[src/rtl/ex_operand_stage.sv]
// ID/EX pipeline register with EX-stage operand resolution and load-use hazard hold.
// Optional x0 forwarding guard is enabled by defining FWD_X0_GUARD_EN.
module ex_operand_stage #(
  parameter int XLEN       = 32,
  parameter int REG_ADDR_W = 5
) (
  input  logic                  clk,
  input  logic                  reset,
  input  logic                  id_valid,
  output logic                  id_ready,
  input  logic [REG_ADDR_W-1:0] id_rs1,
  input  logic [REG_ADDR_W-1:0] id_rs2,
  input  logic [XLEN-1:0]       id_rs1_data,
  input  logic [XLEN-1:0]       id_rs2_data,
  input  logic [REG_ADDR_W-1:0] id_rd,
  input  logic                  id_write_reg,
  input  logic                  id_mem_read,
  input  logic                  flush,
  input  logic                  ex_stall,
  input  logic [1:0]            src1Forward_pi,
  input  logic [1:0]            src2Forward_pi,
  input  logic [XLEN-1:0]       mem_alu_result,
  input  logic                  mem_is_load,
  input  logic [XLEN-1:0]       wb_write_data,
  output logic [REG_ADDR_W-1:0] ex_rs1,
  output logic [REG_ADDR_W-1:0] ex_rs2,
  output logic                  ex_valid,
  output logic                  ex_go,
  output logic [XLEN-1:0]       ex_op1,
  output logic [XLEN-1:0]       ex_op2,
  output logic [REG_ADDR_W-1:0] ex_rd,
  output logic                  ex_write_reg,
  output logic                  ex_mem_read,
  output logic                  load_use_stall
);

  logic                  r_valid;
  logic [REG_ADDR_W-1:0] r_rs1;
  logic [REG_ADDR_W-1:0] r_rs2;
  logic [REG_ADDR_W-1:0] r_rd;
  logic [XLEN-1:0]       r_op1;
  logic [XLEN-1:0]       r_op2;
  logic                  r_write_reg;
  logic                  r_mem_read;

  logic [1:0]            w_code1;
  logic [1:0]            w_code2;
  logic                  w_lus;
  logic                  w_go;
  logic                  w_ready;
  logic [XLEN-1:0]       w_op1;
  logic [XLEN-1:0]       w_op2;

  function automatic logic [XLEN-1:0] resolve(input logic [1:0]      code,
                                              input logic [XLEN-1:0] mem_d,
                                              input logic [XLEN-1:0] wb_d,
                                              input logic [XLEN-1:0] held);
    case (code)
      2'd2:    resolve = mem_d;
      2'd1:    resolve = wb_d;
      default: resolve = held;
    endcase
  endfunction

`ifdef FWD_X0_GUARD_EN
  // x0 never takes forwarded data and always reads as zero.
  assign w_code1 = (r_rs1 == '0) ? 2'd0 : src1Forward_pi;
  assign w_code2 = (r_rs2 == '0) ? 2'd0 : src2Forward_pi;
  assign w_op1   = (r_rs1 == '0) ? '0 : resolve(w_code1, mem_alu_result, wb_write_data, r_op1);
  assign w_op2   = (r_rs2 == '0) ? '0 : resolve(w_code2, mem_alu_result, wb_write_data, r_op2);
`else
  assign w_code1 = src1Forward_pi;
  assign w_code2 = src2Forward_pi;
  assign w_op1   = resolve(w_code1, mem_alu_result, wb_write_data, r_op1);
  assign w_op2   = resolve(w_code2, mem_alu_result, wb_write_data, r_op2);
`endif

  assign w_lus   = r_valid && mem_is_load && ((w_code1 == 2'd2) || (w_code2 == 2'd2));
  assign w_go    = r_valid && !w_lus && !ex_stall;
  assign w_ready = !r_valid || w_go;

  // ID -> EX register boundary
  always_ff @(posedge clk or posedge reset) begin
    if (reset) begin
      r_valid     <= 1'b0;
      r_rs1       <= '0;
      r_rs2       <= '0;
      r_rd        <= '0;
      r_op1       <= '0;
      r_op2       <= '0;
      r_write_reg <= 1'b0;
      r_mem_read  <= 1'b0;
    end else if (flush) begin
      r_valid <= 1'b0;
    end else if (id_valid && w_ready) begin
      r_valid     <= 1'b1;
      r_rs1       <= id_rs1;
      r_rs2       <= id_rs2;
      r_rd        <= id_rd;
      r_op1       <= id_rs1_data;
      r_op2       <= id_rs2_data;
      r_write_reg <= id_write_reg;
      r_mem_read  <= id_mem_read;
    end else if (w_go) begin
      r_valid <= 1'b0;
    end else if (r_valid) begin
      // Capture forwarded data while held, except MEM data that is still an in-flight load.
      if (!(w_lus && (w_code1 == 2'd2))) r_op1 <= w_op1;
      if (!(w_lus && (w_code2 == 2'd2))) r_op2 <= w_op2;
    end
  end

  assign id_ready       = w_ready;
  assign ex_valid       = r_valid;
  assign ex_go          = w_go;
  assign load_use_stall = w_lus;
  assign ex_rs1         = r_rs1;
  assign ex_rs2         = r_rs2;
  assign ex_rd          = r_rd;
  assign ex_write_reg   = r_write_reg;
  assign ex_mem_read    = r_mem_read;
  assign ex_op1         = w_op1;
  assign ex_op2         = w_op2;

endmodule

[config.mk]
export PLATFORM = sky130hd
export DESIGN_NAME = ex_operand_stage
export DESIGN_NICKNAME = d
export VERILOG_FILES = /design/src/rtl/ex_operand_stage.sv
export SDC_FILE = /design/constraint.sdc
export NUM_CORES = 1
export LEC_CHECK = 0
export CORE_MARGIN = 4
export CORE_UTILIZATION = 44
export DETAILED_ROUTE_END_ITERATION = 10
export MAX_ROUTING_LAYER = met4
export PLACE_DENSITY_LB_ADDON = 0.2
export SLEW_MARGIN = 0
export SYNTH_ARGS = -nofsm -noshare
export SYNTH_HDL_FRONTEND = slang
export SYNTH_SLANG_ARGS = --single-unit
export TNS_END_PERCENT = 5
[constraint.sdc]
create_clock -name clk -period 3.35 [get_ports clk]
set_input_delay 0.8375 -clock clk [delete_from_list [all_inputs] [get_ports clk]]
set_output_delay 0.8375 -clock clk [all_outputs]
set_load 0.02 [all_outputs]
==> metrics <==
status=complete, but fails checks; failing checks=negative setup slack; leak pwr=approximately 4 nW; area share of and/or/nand/nor cells after synthesis=11.63%; hold buffer count at CTS=0; Final GP Congestion=roughly 1.0; clock share of power=23.7%; P_sw=1.455 mW; Die ar.=14,950 um^2; first-pass GRT wire length=approximately 32 mm; Setup Fix Bufs, Post-CTS=0; adder-cell area share of the yosys netlist=less than 1%; startpoint types=input port; largest net degree at the start of global routing=66; setup tns final=-0.2750 ns; post-route cell area=about 9400 um^2; clock latency on the worst-skew pair=between 0.3 and 0.4 ns; detailed-router iteration count before antenna repair=5; Tcrit/Tclk final=102.1%; clk root buf=clkbuf_16; # IOs=240; maxcap violations=0; slowest CP cell=clkdlybuf4s50_1; GRT Total Usage=around 28%; Compound-Gate Fraction of Synth Area=between 30% and 40%; Synth Area in XOR/XNOR=0%; core box area=about 13,000 um^2; crit-path cells=clkdlybuf4s50_1 > buf_4 > ha_1 > buf_4 > a22oi_2 > o21a_1 > inv_1 > dlygate4sd2_1; GRT overflow=0; worst path required time=between 2 and 3 ns; largest family of logic cells by synthesized area=compound AO/OA/AOI/OAI gates; Top Registers=r_op1: 32 flops, r_op2: 32 flops; post-DP HPWL=~15 mm; RSZ-0062 raised after global routing=true; vias=6,148; Layout Nets=approximately 1,100; Mapped Cells=633; pre-CTS setup slack=-0.3761 ns; Ys Warns=0; # setup viols final=11; Setup Skew=0.004782 ns; crit end category=primary output; Die W=between 100 and 150 um; Sink Count=between 80 and 90; initial antenna violation count=2; Die Ht=~120 um; Critical Path Max Stage Delay=0.44 ns; Max clock buf depth=2; class of the worst hold path=flop to flop; post-route ant nets=0; final worst slack=-0.07092 ns; layout cells sized above 1=between 20% and 30%; post-synthesis area per instance=between 9 and 10 um^2; mean number of vias per cell=5.625; vias in the first global route=approximately 6,300; drt drc=0; Seq pwr share=31.4%; clock slew at the register clock pins of the worst setup and hold paths=0.07 ns; library cells used by synthesis=29; most used cell, CP=buf_4; Rel. slew slack=49.16%; Peak VDD IR=roughly 0.00022 V; Seq/Total Area, Yosys=a little over a third; kind of critical path=input port to primary output; Synth Register Bits=82; Layout Cells excl Fill=1,093; CTS tree=done; CTS buffer count=9; largest area contributor in the netlist=dfrtp_1; Cell Area, Placed=roughly 8900 um^2; proportion of synthesized area in mux cells=around 3.3%; Rows=about 40; CP Max Fanout=13; port bufs=239; DR iter-0 viols=between 400 and 500; Final Hold Viols=0; area share of the largest cell type after synthesis=a little over a third; Max H-tree Level=3; area grow syn2layout=62.93%; Switching Fraction=~36%; net count after synthesis=792; routed len/inst=between 15 and 20 um; internal power=between 2 and 3 mW; Post-Place Cells=approximately 1,100; Slew Limit Fails=0; Area contributors post-synth=dfrtp_1 (36%), o221ai_2 (16%), inv_1 (8.8%); Power Density=between 400 and 500 nW/um^2; worst-margin pin slew=0.7627 ns; routed wire length=between 20 and 25 mm; Tmin final=between 3 and 4 ns; f_max=292.3 MHz; Gate power share=~45%; starting density of the core=between 40% and 50%; Synth Cell Area=roughly 5700 um^2; # fillers=979; Worst Path Arrival=between 2 and 3 ns
[power by group through the flow]
stage | registers (mW) | logic (mW) | clock network (mW)
final | 1.28 | 1.83 | 0.966
after floorplan | 1.32 | 0.902 | 0
after CTS | 1.28 | 1.82 | 0.980
after global placement | 1.28 | 1.81 | 0
after global routing | 1.30 | 1.96 | 1.02
after detailed placement | 1.29 | 1.85 | 0
[synth_stat cells (all sizes together)]
| library cell | count |
|---|---|
| inv | 135 |
| dfrtp | 82 |
| a22oi | 64 |
| nand2 | 64 |
| nand4 | 64 |
| o21a | 64 |
| o221ai | 64 |
| clkbuf | 37 |
| buf | 25 |
| mux2 | 17 |
| ha | 4 |
| a31oi | 2 |
| o21ai | 2 |
| o31a | 2 |
| a21boi | 1 |
| a21oi | 1 |
| and2 | 1 |
| nand3 | 1 |
| nor2 | 1 |
| nor3b | 1 |
| o211ai | 1 |
[layer usage]
layer	part of all wire, %	track usage (%)	vias up
met2	51	47.20	305
met5	0	-	-
met4	3.4	12.67	0
li1	-	-	2860
met1	37	33.83	2929
met3	8.0	4.608	54
[worst max-delay path: cells and delay by family]
kind | cells | cell delay [ns]
compound gates | 2 | 0.39
fa+ha+maj | 1 | 0.21
buf+inv | 5 | 1.15
[through the flow]
stage,power [mW],hold WS (ns),util [%]
3_3_place_gp,3.091,0.4764,70.04
2_1_floorplan,2.226,0.5537,-
6_report,4.073,0.5017,73.56
5_1_grt,4.274,0.5148,73.54
3_5_place_dp,3.144,0.4922,70.04
4_1_cts,4.076,0.5051,73.03
[layout by cell type, fill, tap and decap left out, drive strengths merged]
master and n:
dlygate4sd2 5, o21ai 2, nor3b 1, dlymetal6s2s 2, o221ai 64, clkbuf 23
clkdlybuf4s15 45, o21a 64, clkinv 4, o211ai 1, a21boi 1, nand2 64
buf 95, a21oi 1, nand3 1, nor2 1, o31a 2, diode 3
mux2 17, a31oi 2, a22oi 64, dfrtp 82, nand4 64, inv 137
clkinvlp 1, and2 1, clkdlybuf4s50 170, ha 4
[cell type report]
type	count	area, um^2	share of cell area, %
multi-input combinational	354	3085	32.97
sequential	82	2052	21.93
antenna	3	7.507	0.08021
clock buffer	9	225.2	2.406
clock inverter	7	62.56	0.6684
tap	172	215.2	2.299
timing repair buffer	331	3203	34.22
inverter	135	508.0	5.428
[worst paths after layout]
| kind | startpoint | endpoint | slack [ns] | cells past startpoint |
|---|---|---|---|---|
| worst min register to register | ex_rs2[1] | ex_rs2[1] | 0.50 | 1 |
| worst max-delay path | src1Forward_pi[0] | ex_op1[17] | -0.07 | 8 |
| max in group asynchronous | reset | r_op2[8] | 1.74 | 3 |
| worst max register to register | ex_valid | ex_rs2[0] | 1.23 | 5 |
| worst min-delay path | ex_rs2[1] | ex_rs2[1] | 0.50 | 1 |
| min in group asynchronous | reset | r_op2[23] | 0.91 | 2 |
[cells by family after synthesis]
| family | Yosys count |
|---|---|
| DFF | 82 |
| AOI/OAI and AO/OA | 201 |
| adders and majority gates | 4 |
| buffers and inverters | 197 |
| muxes | 17 |
| and+or+nand+nor | 132 |
[repair_timing]
| action | 4_1_cts | 5_1_grt |
|---|---|---|
| pin swaps | 1 | 1 |
| gates resized for setup | 161 | 51 |
| endpoints found under the setup margin | 67 | 65 |
| gates cloned | 1 | 1 |
Note: power is estimated with default switching activity, not from simulation.
